File: src/rtl/mult_div_unit_pkg.sv
// Shared types and helpers for the multiply/divide unit.
package mult_div_unit_pkg;

  // Architectural word width; default for the unit's WIDTH parameter.
  localparam int unsigned WORD_WIDTH = 32;

  // Widest operand the negate helper supports.
  localparam int unsigned MAX_WIDTH = 64;

  // Negate helper width: covers a full double-width product.
  localparam int unsigned NEG_W = 2 * MAX_WIDTH;

  // Decoder classification of HI/LO-affecting instructions.
  typedef enum logic [2:0] {
    MDU_NONE  = 3'd0,
    MDU_MULT  = 3'd1,
    MDU_MULTU = 3'd2,
    MDU_DIV   = 3'd3,
    MDU_DIVU  = 3'd4,
    MDU_MTHI  = 3'd5,
    MDU_MTLO  = 3'd6
  } mdu_code_e;

  // Two's-complement negate when flag is set; callers zero-extend and truncate.
  function automatic logic [NEG_W-1:0] negate_if(input logic flag,
                                                 input logic [NEG_W-1:0] value);
    return flag ? (~value + NEG_W'(1)) : value;
  endfunction

endpackage

File: src/rtl/mult_div_unit.sv
// Iterative multiply/divide unit owning HI/LO: shift-add multiply,
// restoring divide, one sign-fix/commit cycle after WIDTH iterations.
module mult_div_unit
  import mult_div_unit_pkg::*;
#(
  parameter int unsigned WIDTH = WORD_WIDTH
) (
  input  logic             clk,
  input  logic             reset,
  input  logic             start,
  input  logic [2:0]       op,
  input  logic [WIDTH-1:0] opA,
  input  logic [WIDTH-1:0] opB,
  input  logic             cancel,
  output logic             busy,
  output logic             done,
  output logic [WIDTH-1:0] hi,
  output logic [WIDTH-1:0] lo
);

  localparam int unsigned CNT_W = (WIDTH > 1) ? $clog2(WIDTH) : 1;
  localparam int unsigned ACC_W = 2 * WIDTH;

  typedef enum logic [1:0] {
    IDLE = 2'd0,
    ITER = 2'd1,
    FIX  = 2'd2
  } mdu_state_e;

  mdu_state_e state, state_nxt;
  mdu_code_e  op_code;

  // Iteration datapath: acc holds {partial sum/remainder, multiplier/quotient}.
  logic [ACC_W-1:0] acc;
  logic [WIDTH-1:0] breg;
  logic [CNT_W-1:0] cnt;
  logic             is_div;
  logic             neg_q;
  logic             neg_r;

  // Control strobes from the FSM.
  logic accept;
  logic launch;
  logic mt_hi;
  logic mt_lo;
  logic step;
  logic commit;
  logic last_iter;

  // Launch-side operand conditioning.
  logic             op_is_arith;
  logic             op_is_div;
  logic             op_signed;
  logic             use_sign;
  logic             a_neg;
  logic             b_neg;
  logic [WIDTH-1:0] a_mag;
  logic [WIDTH-1:0] b_mag;

  // One radix-2 step for each operation.
  logic [WIDTH:0]   mul_sum;
  logic [WIDTH:0]   div_shift;
  logic [WIDTH:0]   div_diff;
  logic             div_ge;
  logic [ACC_W-1:0] acc_step;

  // Sign-fixed results presented at the commit edge.
  logic [ACC_W-1:0] prod_fix;
  logic [WIDTH-1:0] res_hi;
  logic [WIDTH-1:0] res_lo;

  assign op_code   = mdu_code_e'(op);
  assign last_iter = (cnt == CNT_W'(WIDTH - 1));

  // State register.
  always_ff @(posedge clk or posedge reset) begin
    if (reset) begin
      state <= IDLE;
    end else begin
      state <= state_nxt;
    end
  end

  // Next-state and control strobes.
  always_comb begin
    state_nxt = state;
    accept    = 1'b0;
    launch    = 1'b0;
    mt_hi     = 1'b0;
    mt_lo     = 1'b0;
    step      = 1'b0;
    commit    = 1'b0;
    case (state)
      IDLE: begin
        accept = start && !cancel;
        launch = accept && op_is_arith;
        mt_hi  = accept && (op_code == MDU_MTHI);
        mt_lo  = accept && (op_code == MDU_MTLO);
        if (launch) begin
          state_nxt = ITER;
        end
      end
      ITER: begin
        if (cancel) begin
          state_nxt = IDLE;
        end else begin
          step = 1'b1;
          if (last_iter) begin
            state_nxt = FIX;
          end
        end
      end
      FIX: begin
        commit    = !cancel;
        state_nxt = IDLE;
      end
      default: begin
        state_nxt = IDLE;
      end
    endcase
  end

  // Operand magnitudes and result sign flags; a zero divisor keeps the
  // dividend raw so the magnitude math yields lo=all ones, hi=dividend.
  always_comb begin
    op_is_arith = (op_code == MDU_MULT) || (op_code == MDU_MULTU) ||
                  (op_code == MDU_DIV)  || (op_code == MDU_DIVU);
    op_is_div   = (op_code == MDU_DIV)  || (op_code == MDU_DIVU);
    op_signed   = (op_code == MDU_MULT) || (op_code == MDU_DIV);
    use_sign    = op_signed && !(op_is_div && (opB == '0));
    a_neg       = use_sign && opA[WIDTH-1];
    b_neg       = use_sign && opB[WIDTH-1];
    a_mag       = WIDTH'(negate_if(a_neg, NEG_W'(opA)));
    b_mag       = WIDTH'(negate_if(b_neg, NEG_W'(opB)));
  end

  // Single iteration step: shift-add multiply or restoring divide.
  always_comb begin
    mul_sum   = {1'b0, acc[ACC_W-1:WIDTH]} + {1'b0, breg & {WIDTH{acc[0]}}};
    div_shift = {acc[ACC_W-1:WIDTH], acc[WIDTH-1]};
    div_diff  = div_shift - {1'b0, breg};
    div_ge    = ~div_diff[WIDTH];
    if (is_div) begin
      acc_step = {(div_ge ? div_diff[WIDTH-1:0] : div_shift[WIDTH-1:0]),
                  acc[WIDTH-2:0], div_ge};
    end else begin
      acc_step = {mul_sum, acc[WIDTH-1:1]};
    end
  end

  // Sign correction of the finished magnitudes.
  always_comb begin
    prod_fix = ACC_W'(negate_if(neg_q, NEG_W'(acc)));
    if (is_div) begin
      res_hi = WIDTH'(negate_if(neg_r, NEG_W'(acc[ACC_W-1:WIDTH])));
      res_lo = WIDTH'(negate_if(neg_q, NEG_W'(acc[WIDTH-1:0])));
    end else begin
      res_hi = prod_fix[ACC_W-1:WIDTH];
      res_lo = prod_fix[WIDTH-1:0];
    end
  end

  // Datapath, HI/LO and registered status outputs.
  always_ff @(posedge clk or posedge reset) begin
    if (reset) begin
      acc    <= '0;
      breg   <= '0;
      cnt    <= '0;
      is_div <= 1'b0;
      neg_q  <= 1'b0;
      neg_r  <= 1'b0;
      hi     <= '0;
      lo     <= '0;
      busy   <= 1'b0;
      done   <= 1'b0;
    end else begin
      busy <= (state_nxt != IDLE);
      done <= commit;
      if (launch) begin
        acc    <= op_is_div ? {WIDTH'(0), a_mag} : {WIDTH'(0), b_mag};
        breg   <= op_is_div ? b_mag : a_mag;
        cnt    <= '0;
        is_div <= op_is_div;
        neg_q  <= a_neg ^ b_neg;
        neg_r  <= a_neg;
      end
      if (step) begin
        acc <= acc_step;
        cnt <= cnt + CNT_W'(1);
      end
      if (mt_hi) begin
        hi <= opA;
      end
      if (mt_lo) begin
        lo <= opA;
      end
      if (commit) begin
        hi <= res_hi;
        lo <= res_lo;
      end
    end
  end

endmodule

File: config.mk
export PLATFORM = sky130hd
export DESIGN_NAME = mult_div_unit
export DESIGN_NICKNAME = d
export VERILOG_FILES = /design/src/rtl/mult_div_unit_pkg.sv /design/src/rtl/mult_div_unit.sv
export SDC_FILE = /design/constraint.sdc
export NUM_CORES = 1
export LEC_CHECK = 0
export CORE_ASPECT_RATIO = 1.4
export CORE_UTILIZATION = 52
export CTS_BUF_LIST = sky130_fd_sc_hd__clkbuf_4 sky130_fd_sc_hd__clkbuf_8
export DETAILED_ROUTE_END_ITERATION = 10
export PLACE_DENSITY_LB_ADDON = 0.15
export SETUP_SLACK_MARGIN = 0.02
export SLEW_MARGIN = 40
export SYNTH_ARGS = -nofsm -noshare
export SYNTH_HDL_FRONTEND = slang
export SYNTH_SLANG_ARGS = --single-unit
File: constraint.sdc
create_clock -name clk -period 15.15 [get_ports clk]
set_input_delay 1.515 -clock clk [delete_from_list [all_inputs] [get_ports clk]]
set_output_delay 1.515 -clock clk [all_outputs]
set_load 0.1 [all_outputs]
Word-level counts from Yosys, hierarchy flattened. Cells that the tools add are included.

Bitwise operators: 8. Add/subtract/negate cells: 8. Reduce and logical (&&, ||, !) cells: 21. Equal/unequal tests: 9. Muxes and demuxes: 29.

Operator list (count): $mux 32 (13); $mux 64 (4); $add 32x1->32 const B (4); $not 32->32 (4); $add 64x1->64 const B (1); $not 64->64 (1); $add 32x32->33 (1); $sub 33x32->33 (1); $and 32x32->32 (1); $logic_not 32->1 (1); $mux 5 (2); $eq 3x3->1 const B (3); $logic_and 1x1->1 (8); $reduce_bool 2->1 (4); $eq 3x2->1 const B (2); $mux 1 (6); $mux 2 (3); $add 5x1->5 const B (1); $eq 5x5->1 const B (1); $logic_or 1x1->1 (5); $pmux 2 s2 (1); $eq 3x1->1 const B (1); $eq 2x1->1 const B (1); $eq 2x2->1 const B (1); 4 further kinds (5).

Flip-flop bits (word level): 172. Output and inout bits: 66. Input bits: 71. Word-level logic and storage cells: 86.

Depth between registers and ports, before layout. Gate-level depths: netlist of run 1.

Word-level depth: 10. Mapped depth: 14. Gate-level depth less buffers: 13.

Worst setup path before layout of run 1. Ideal clock, no wire load.

Kind: input-to-reg. From: in opB[25]. To: reg acc[10]. Stages: 10. Setup slack: 11.038 ns. Buffers on the path: 2. Arrival: 3.969 ns. Library setup time: 0.142 ns. Required time: 15.008 ns. Cell sequence: or3_1 > or3_1 > or4b_1 > o41a_1 > and2_0 > clkbuf_1 > clkbuf_1 > o21ai_0 > xor2_1 > o221ai_1.

Word-level cells in the longest chain between the ends: 9. Elaborated cells between the ends (all ways): 11. Those cells by class: mux: 5; reduce/logical: 6.

Ends and longest elaborated chain: start: declaration (line mult_div_unit.sv:13) `input logic [WIDTH-1:0] opB,`; $logic_not 32->1 * (line mult_div_unit.sv:130) `use_sign = op_signed && !(op_is_div && (opB == '0));`; $logic_and 1x1->1 * (line mult_div_unit.sv:130); $logic_not 1->1 * (line mult_div_unit.sv:130); $logic_and 1x1->1 * (line mult_div_unit.sv:130); $logic_and 1x1->1 (on tied branches) (line mult_div_unit.sv:132, mult_div_unit.sv:131); $mux 32 (line mult_div_unit_pkg.sv:27) `return flag ? (~value + NEG_W'(1)) : value;`; $mux 32 * (line mult_div_unit.sv:180) `acc <= op_is_div ? {WIDTH'(0), a_mag} : {WIDTH'(0), b_mag};`; $mux 64 * (line mult_div_unit.sv:179) `if (launch) begin`; $mux 64 * (line mult_div_unit.sv:187) `if (step) begin`; end signal: assignment (line mult_div_unit.sv:180); end signal: assignment (line mult_div_unit.sv:188) `acc <= acc_step;`; end: declaration (line mult_div_unit.sv:34) `logic [ACC_W-1:0] acc;`.

Mark *: on every way between the ends. The rest lies on a longest branch, timed or not. The select of a mux whose other input is x is not followed. A chain may end at the register's enable or synchronous reset.

Worst setup path in the final report of run 1.
From: in opB[6]. To: reg acc[28].

Word-level cells in the longest chain between the ends: 9. Elaborated cells between the ends (all ways): 13. Those cells by class: add/sub: 1; mux: 5; bitwise: 1; reduce/logical: 6.

Ends and longest elaborated chain (line): parallel branches: the longest is 6 deep, another holds $add 32x1->32; $mux 32 * (mult_div_unit.sv:180); $mux 64 * (mult_div_unit.sv:179); $mux 64 * (mult_div_unit.sv:187).

Every way passes the cells marked *. The select of a mux whose other input is x is not followed.

==> metrics.txt, run 1 <==
gpl congestion=0.942; clk slew on worst S/H paths=100 ps; status=complete, no violations; n_diodes=0; post-DP HPWL=35.4 mm; GRT Residual Overflow=0; slack of the critical path=10570 ps; CP Capture Type=flop; Post-synth top cells=173 x nand2_1, 172 x dfrtp_1, 155 x nor2_1, 155 x o21ai_0, 130 x a21oi_1; drt first-iter violations=1142; Clk Latency, worst-skew pair=500 ps; WP data arrival=4920 ps; post_cts resized=0; commonest register cell after synthesis=dfrtp_1; CP max FO=21; Layout Utilization=59.6%; Max Clock Freq=218 MHz; Cell Area, Synth=14500 µm²; CTS tree=done; Mean Syn Cell Area=8.22 µm²; largest net degree at the start of global routing=100; hold_buf cts=0; pre-CTS setup slack=10110 ps; WL per Instance=21.7 µm; number of distinct library cells after synthesis=68; Pwr Density=204 nW/µm²; IO Pins=137; final slew viol count=0; Layout area overhead=11.6%; total wire length=47.9 mm; Crit Reg-Reg Startpoint=acc[31]; share of the synthesized area in the top cell type=29.8%; Mapped Cells=1759; CP startpoint kind=input port; layout cell share with drive strength beyond 1=8.35%; Leakage=7.20 nW; vias=14.1k; Rel. slew slack=42.0%; clk sink count=172; Buffers on Ports=136; initial antenna violation count=1; num rows=71; reg2reg setup slack=10940 ps; sequential area share after synthesis=29.8%; vias in the first global route=13.9k; final hold vios=0; Initial DRT Pass Iterations=5; crit path from=opB[6]; Final period util=30.2%; VDD IR-drop max=0.106 mV; largest area contributor in the netlist=dfrtp_1; final setup fails=0; post-route minimum period=4580 ps; Total GRT Usage=34.3%; Layout Nets=1975; HP Start=cnt[3]; Async SR Flop Fraction=100%; synth top area cells=dfrtp_1 30%, mux2i_1 7.1%, xnor2_1 6.1%; Die Footprint=28500 µm²; CP Data Required Time=15490 ps; count leader, synth=nand2_1; final setup TNS=0 ps; CTS buffer count=17; RSZ-0062 raised after global routing=false; global-route wire length before repair=74.8 mm; MaxCap Viol Count=0; Synth Register Bits=172; CP Class=input port to flop; vias per cell=6.38; Final ANT Viol Nets=0; DRC violations left=0; number of H-tree levels=4; Post-CTS Setup Inserts=0; Initial Util=53.4%; root buffer cell=clkbuf_8; Die Height=199 µm; worst slew pin tran=867 ps; Ys Warns=0; Core Footprint=27100 µm²; syn nets=1902; Fin Clk Skew=13.1 ps; Worst Hold Class=flop to flop; die span in x=143 µm; Post-synth EDFFs=0; clk buf depth=2
## metrics by stage
step / total power [W] / hold WS, ps / area [µm²] / std cells
after floorplan: 0.00244 / 449 / 14500 / 1759
after global placement: 0.00294 / 473 / 16000 / 2177
after detailed placement: 0.00292 / 475 / 15800 / 2178
after CTS: 0.00326 / 502 / 16100 / 2210
after global routing: 0.00350 / 510 / 16100 / 2210
final: 0.00328 / 505 / 16100 / 2210
## area by class of cell
cell class                 instances  area (µm²)
fill                            2513       11000
sequential                       172        4310
tap                              365         457
clock inverter                    15         135
clock buffer                      17         234
inverter                          67         259
multi-input combinational       1421        9570
timing repair buffer             153        1180
## power by group
group          switching, W  internal, W
clock              0.000205     0.000119
sequential         0.000237     0.000603
combinational       0.00135     0.000773
## worst paths after layout
check | end | depth (start not counted)
worst max-delay path | acc[28] | 10
min in group asynchronous | lo[10] | 2
worst min-delay path | cnt[3] | 1
max in group asynchronous | acc[54] | 3
worst max register to register | acc[45] | 13
worst min register to register | cnt[3] | 1
## worst max-delay path, stage by stage
cell,delay (ps)
clkdlybuf4s50_1,490
or4_1,630
nor4_1,500
nand3_1,340
o41a_1,430
and2_0,240
buf_4,260
o21ai_0,130
xor2_1,220
o221ai_1,150
## state kept, by name (all words and copies together), names as in the netlist
signal  cells
acc        64
breg       32
busy        1
cnt         5
done        1
hi         32
is_div      1
lo         32
neg_q       1
neg_r       1
state       2
## kinds of logic (layout without fill, tap and decap cells)
kind of cell    Yosys count  count (layout)  synth area share (%)
compound gates          540             540                  23.9
xor+xnor                175             175                  10.6
fa+ha+maj                72              72                  6.33
buf+inv                 166             252                  4.40
flops                   172             172                  29.8
mux                     116             116                  8.15
simple gates            518             518                  16.8
## per-layer routing
| layer | share of wire [%] | up-vias | global-route usage (%) | wire length, µm |
|---|---|---|---|---|
| met5 | 0.050 | - | 0 | 24 |
| met4 | 4.0 | 2 | 16.2 | 1920 |
| met3 | 5.7 | 119 | 4.27 | 2710 |
| met2 | 49 | 568 | 58.6 | 23600 |
| met1 | 41 | 6831 | 42.7 | 19700 |
| li1 | - | 6578 | - | - |
## layout by cell type, fill, tap and decap left out, types with 11 or more instances in the layout
cell type        Yosys  layout
a211oi_1            11      11
nand2b_1            16      16
mux2i_1            102     102
a21o_1              22      22
nand4_1             13      13
a31oi_1             38      38
a22oi_1             19      19
ha_1                70      70
xor2_1              74      74
or3_1               21      21
clkbuf_8             0      17
nor3_1              28      28
o211ai_1            14      14
a21oi_1            130     130
buf_2                5      66
nor2b_1             17      17
o221ai_1            64      64
o21ai_0            155     155
inv_1               67      65
buf_4                0      15
mux2_2              14      14
nand2_1            173     169
clkdlybuf4s50_1      0      70
dfrtp_1            172     171
nand3_1             26      26
xnor2_1            101     101
o31ai_1             24      24
nor2_1             155     154
Power figures use the tool's default switching activity.
==> run 2, diff against run 1 <==
==> constraint.sdc (replaced) <==
create_clock -name clk -period 4.76 [get_ports clk]
set_input_delay 0.476 -clock clk [delete_from_list [all_inputs] [get_ports clk]]
set_output_delay 0.476 -clock clk [all_outputs]
set_load 0.1 [all_outputs]
==> run 2 against run 1 <==
Effect of this change:
- power grew to 3.2 times the previous value
- die area is the same
- sequential power grew to 3.2 times the previous value
- first-iteration DRC count shrank 7.5%
- non-clock buffer count grew 13
- highest routed layer is now met4
- flip-flop and latch count is the same
- final cell count grew 0.45%
- count of clock-buffer cells in the layout grew 6
- combinational power grew to 3.2 times the previous value
==> metrics.txt, run 2 (synthesis results as in run 1) <==
status=complete, no violations; Initial Util=53.4% (unchanged); vias=14.0k (-0.38%); root buffer cell=clkbuf_8; VDD IR-drop max=0.367 mV (+250%); WHS=440 ps (-65.3 ps); post-route minimum period=3850 ps; num rows=71 (unchanged); global-route wire length before repair=74.3 mm (-0.70%); CP startpoint kind=flop; GRT Residual Overflow=0 (unchanged); MaxCap Viol Count=0 (unchanged); Max Clock Freq=260 MHz; placed cells=2191 (+0.60%); n_diodes=0 (unchanged); Layout Nets=1988 (+0.66%); final setup TNS=0 ps (unchanged); final slew viol count=0 (unchanged); slowest CP cell=dfrtp_1; max FFs per register=64 (unchanged); RSZ-0062 raised after global routing=false; Clk Latency, worst-skew pair=510 ps (about the same); WP data arrival=4260 ps (-660 ps); layout cell share with drive strength beyond 1=8.68% (+0.33 points); Die Height=199 µm (unchanged); post-DP HPWL=35.5 mm (+0.18%); largest net degree at the start of global routing=96 (-4.0%); met2 usage=56.8% (-1.8 points); Fin Clk Skew=11.8 ps (-1.23 ps); drt first-iter violations=1056 (-7.5%); Rel. slew slack=42.4% (+0.38 points); Register Area=4310 µm² (unchanged); Final ANT Viol Nets=0 (unchanged); final hold vios=0 (unchanged); Total GRT Usage=34.3% (about the same); crit path cell chain=inv_1, ha_1, fa_1, nand2b_1, a21o_1, a31oi_1, o21ai_0, a2111oi_0, nand4b_1, buf_12, mux2_2, a21oi_1, nor2_1; DRC violations left=0 (unchanged); CP max FO=41 (+95%); Buffers on Ports=136 (unchanged); IO Pins=137 (unchanged); Leakage=7.26 nW (+0.90%); number of H-tree levels=4 (unchanged); Layout area overhead=12.3%; Worst Hold Class=input port to asynchronous set/reset pin; post_cts resized=0 (unchanged); clk slew on worst S/H paths=90 ps (about the same); GR Util met1=43.4% (+0.71 points); CP top delay family=compound AO/OA/AOI/OAI gates; final setup fails=0 (unchanged); M3 GR Usage=4.34% (+0.072 points); CTS tree=done; gpl congestion=0.948 (+0.64%); Post-CTS Setup Inserts=0 (unchanged); clk sink count=172 (unchanged); CP Capture Type=flop; Largest Register=acc; Die Footprint=28500 µm² (unchanged); Fillers=2537 (+0.96%); CTS buffer count=17 (unchanged); WL per Instance=21.4 µm (-1.2%); placed inst area=15900 µm² (+0.75%); commonest non-fill, non-tap cell in the layout=dfrtp_1; vias per cell=6.33 (-0.83%); most frequent cells in the layout=171 x dfrtp_1, 169 x nand2_1, 155 x o21ai_0, 154 x nor2_1, 130 x a21oi_1; total wire length=47.5 mm (-0.78%); grt peak-use layer=met2; worst path bufs/invs=2 (unchanged); hold_buf cts=0 (unchanged); worst slew pin tran=862 ps (-5.66 ps); slack of the critical path=907 ps (-9670 ps); Final period util=81.0%; Post-Layout Inst Area=16200 µm² (+0.62%); Pwr Density=648 nW/µm² (+220%); clk buf depth=2 (unchanged); Initial DRT Pass Iterations=6 (+1); Core Footprint=27100 µm² (unchanged); CP Data Required Time=5170 ps (-10320 ps); Final Instance Count excl. Fillers=2220 (+0.45%); CP peak stage delay=500 ps (-130 ps); pre-CTS setup slack=837 ps (-9280 ps); area of the multi-input gates=9540 µm² (-0.24%); initial antenna violation count=0 (-1); CP Class=flop to flop; vias in the first global route=13.6k (-1.7%); die span in x=143 µm (unchanged)
-- run 2: changes by cell type in the layout (fill, tap and decap cells not counted), moves of 2 or more --
cell,before,now
buf_12,0,3
buf_4,15,25
clkbuf_4,0,4
clkbuf_8,17,19
clkinvlp_4,4,2
inv_6,5,1
inv_8,3,0
nand2_2,2,4
nand2_4,2,0
-- run 2: layer usage --
metal  wire, µm  vias to the layer above
met3       2630                      118
met4       2050                        0
met2      23100                      559
met1      19700                     6782
met5          0                        -
li1           -                     6585
-- run 2: report_power, final --
part | internal (W) | switching [W] | leakage (nW)
clock | 0.000456 | 0.000582 | 0.186
combinational | 0.00251 | 0.00431 | 4.90
sequential | 0.00192 | 0.000739 | 2.18
total | 0.00489 | 0.00564 | 7.26
-- run 2: path summary, 6_finish.rpt --
| check | startpoint | to | slack [ps] | cells after the start |
|---|---|---|---|---|
| max | acc[31] | acc[45] | 910 | 13 |
| min | reset | acc[43] | 440 | 3 |
| max reg2reg | acc[31] | acc[45] | 910 | 13 |
| min reg2reg | cnt[3] | cnt[3] | 500 | 1 |
| max in group asynchronous | reset | lo[17] | 3440 | 4 |
| min in group clk | cnt[3] | cnt[3] | 500 | 1 |
-- run 2: layout make-up --
cell class,instances,share of cell area (%)
Clock inverter,6,0.401
Multi-Input combinational cell,1421,58.8
Timing Repair Buffer,166,8.14
Clock buffer,23,1.80
Inverter,67,1.57
Sequential cell,172,26.5
Tap cell,365,2.81
-- run 2: through the flow --
stage	power [W]	utilization, %
after floorplan	0.00777	-
after global placement	0.00944	59.7
after detailed placement	0.00939	58.6
after CTS	0.0105	59.9
after global routing	0.0112	59.9
final	0.0105	59.9
-- run 2: worst min-delay path, stage by stage --
cell and delay (ps):
clkdlybuf4s50_1 440, clkinvlp_4 90, buf_12 370
==> run 3, diff against run 2 <==
==> constraint.sdc (replaced) <==
create_clock -name clk -period 3.3 [get_ports clk]
set_input_delay 0.33 -clock clk [delete_from_list [all_inputs] [get_ports clk]]
set_output_delay 0.33 -clock clk [all_outputs]
set_load 0.1 [all_outputs]
==> run 3 against run 2 <==
Effect of this change:
- non-clock buffer count increased by 211
- utilization increased by 7.2 points
- critical path type unchanged
- sequential share of layout area decreased by 2.8 points
- critical path depth increased by 1
- count of clock-buffer cells in the layout decreased by 4
- highest routed layer is now met5
- maximum frequency increased by 21%
- final area increased by 12%
- first-iteration DRC count increased by 3.9%
- global-route usage increased by 2.7 points
- largest power group unchanged
- via count increased by 7.7%
- setup slack got worse by 800 ps
==> metrics.txt, run 3 (synthesis results as in run 1) <==
status=complete, no violations; hold_buf cts=0 (unchanged); depth of the most critical reg-to-reg path=14 (+1); slack of the critical path=103 ps (-803 ps); Layout Nets=2199 (+11%); CTS buffer count=17 (unchanged); WHS=331 ps (-109 ps); number of H-tree levels=4 (unchanged); Final period util=96.9% (+16 points); slowest CP cell=dfrtp_2; largest net degree at the start of global routing=121 (+26%); clk buf depth=2 (unchanged); Initial Util=53.4% (unchanged); final slew viol count=0 (unchanged); reg2reg setup slack=100 ps (-800 ps); gpl congestion=0.970 (+2.3%); placed inst area=17400 µm² (+9.8%); CP top delay family=compound AO/OA/AOI/OAI gates; final setup fails=0 (unchanged); CP startpoint kind=flop; Die Height=199 µm (unchanged); pre-CTS setup slack=-249 ps (-1090 ps); worst slew pin tran=747 ps (-115 ps); Worst Hold Class=input port to asynchronous set/reset pin; WP data arrival=3620 ps (-640 ps); commonest non-fill, non-tap cell in the layout=buf_4; Rel. slew slack=50.2% (+7.8 points); Layout area overhead=25.7%; Initial DRT Pass Iterations=5 (-1); total wire length=51.6 mm (+8.5%); CP Class=flop to flop; vias per cell=6.22 (-1.7%); r2r endpoint=acc[62]; Final ANT Viol Nets=0 (unchanged); root buffer cell=clkbuf_8; clk slew on worst S/H paths=90 ps (about the same); CP peak stage delay=450 ps (-50 ps); CP Data Required Time=3730 ps (-1440 ps); global-route wire length before repair=80.0 mm (+7.6%); final setup TNS=0 ps (unchanged); IO Pins=137 (unchanged); num rows=71 (unchanged); VDD IR-drop max=0.544 mV (+48%); layout cell share with drive strength beyond 1=19.9% (+11 points); post-DP HPWL=38.8 mm (+9.4%); worst path bufs/invs=3 (+1); RSZ-0062 raised after global routing=true; CTS tree=done; GRT Residual Overflow=0 (unchanged); MaxCap Viol Count=0 (unchanged); die span in x=143 µm (unchanged); Fin Clk Skew=13.9 ps (+2.08 ps); WL per Instance=21.2 µm (-0.96%); final hold vios=0 (unchanged); max FFs per register=64 (unchanged); vias in the first global route=14.9k (+9.3%); Total GRT Usage=37.0% (+2.7 points); Post-Layout Inst Area=18200 µm² (+12%); Crit Reg-Reg Startpoint=acc[0]; Core Footprint=27100 µm² (unchanged); n_diodes=0 (unchanged); Buffers on Ports=136 (unchanged); drt first-iter violations=1097 (+3.9%); Largest Register=acc; most frequent cells in the layout=226 x buf_4, 170 x dfrtp_1, 169 x nand2_1, 153 x nor2_1, 143 x o21ai_0; post-route minimum period=3200 ps (-657 ps); Pwr Density=957 nW/µm² (+48%); DRC violations left=0 (unchanged); Max Clock Freq=313 MHz (+21%); total power=0.0174 W (+65%); crit path cell chain=inv_4, buf_12, buf_12, nor2_1, ha_4, or3_1, o21ai_0, a221o_1, o21a_1, o31a_1, o21a_1, nor4b_2, a311oi_1, a211oi_1; Leakage=8.38 nW (+15%); initial antenna violation count=1 (+1); Clk Latency, worst-skew pair=530 ps (+20 ps); CP Capture Type=flop; clk sink count=172 (unchanged); vias=15.1k (+7.7%); CP max FO=6 (-85%); Die Footprint=28500 µm² (unchanged)
## run 3: changes by cell type in the layout (fill, tap and decap cells not counted), sizes merged
cell and change:
clkbuf -3, clkinv +1, buf +210, clkinvlp +2
bufinv +2, inv +1
## run 3: how the worst max path moves through the flow
| stage | startpoint | endpoint | slack (ps) | cells after the start |
|---|---|---|---|---|
| finish | acc[0] | acc[62] | 100 | 14 |
| CTS | acc[31] | acc[57] | 10 | 16 |
| floorplan | acc[31] | acc[32] | 60 | 14 |
| global route | breg[0] | acc[63] | -20 | 15 |
| global placement | opA[9] | breg[30] | -200 | 12 |
| detailed placement | opB[25] | acc[10] | -250 | 10 |
## run 3: area by class of cell
cell class	instances	area (µm²)
Multi-Input combinational cell	1421	9740
Sequential cell	172	4310
Clock buffer	19	262
Clock inverter	12	164
Fill cell	2325	8910
Tap cell	365	457
Timing Repair Buffer	377	3000
Inverter	67	258
## run 3: worst reg2reg max path: cells and delay by family, from the launching register on
family	cells	cell delay [ps]
AOI/OAI and AO/OA	7	1590
DFF	1	450
and+or+nand+nor	3	400
buffers and inverters	3	370
adders and majority gates	1	300
## run 3: report_power, final
part / leakage (nW) / switching [W] / internal (W)
registers: 2.18 / 0.000690 / 0.00277
logic: 6.00 / 0.00722 / 0.00502
clock network: 0.206 / 0.000907 / 0.000792
total: 8.38 / 0.00882 / 0.00859
## run 3: what timing repair did
item,in CTS,in global routing
gates resized for setup,15,50
setup endpoints to repair,33,43
gates cloned,0,1
pin swaps,6,22
setup buffers,5,5
## run 3: routing by layer
layer / GRT usage (%) / share of wire (%)
met1: 46.4 / 40
met3: 6.42 / 7.1
met2: 61.9 / 48
met5: 0 / 0.017
met4: 16.4 / 4.4
## run 3: metrics by stage
| stage | std cells | utilization, % |
|---|---|---|
| 2_1_floorplan | 1759 | - |
| 3_3_place_gp | 2391 | 65.5 |
| 3_5_place_dp | 2392 | 64.3 |
| 4_1_cts | 2428 | 66.3 |
| 5_1_grt | 2433 | 67.1 |
| 6_report | 2433 | 67.1 |
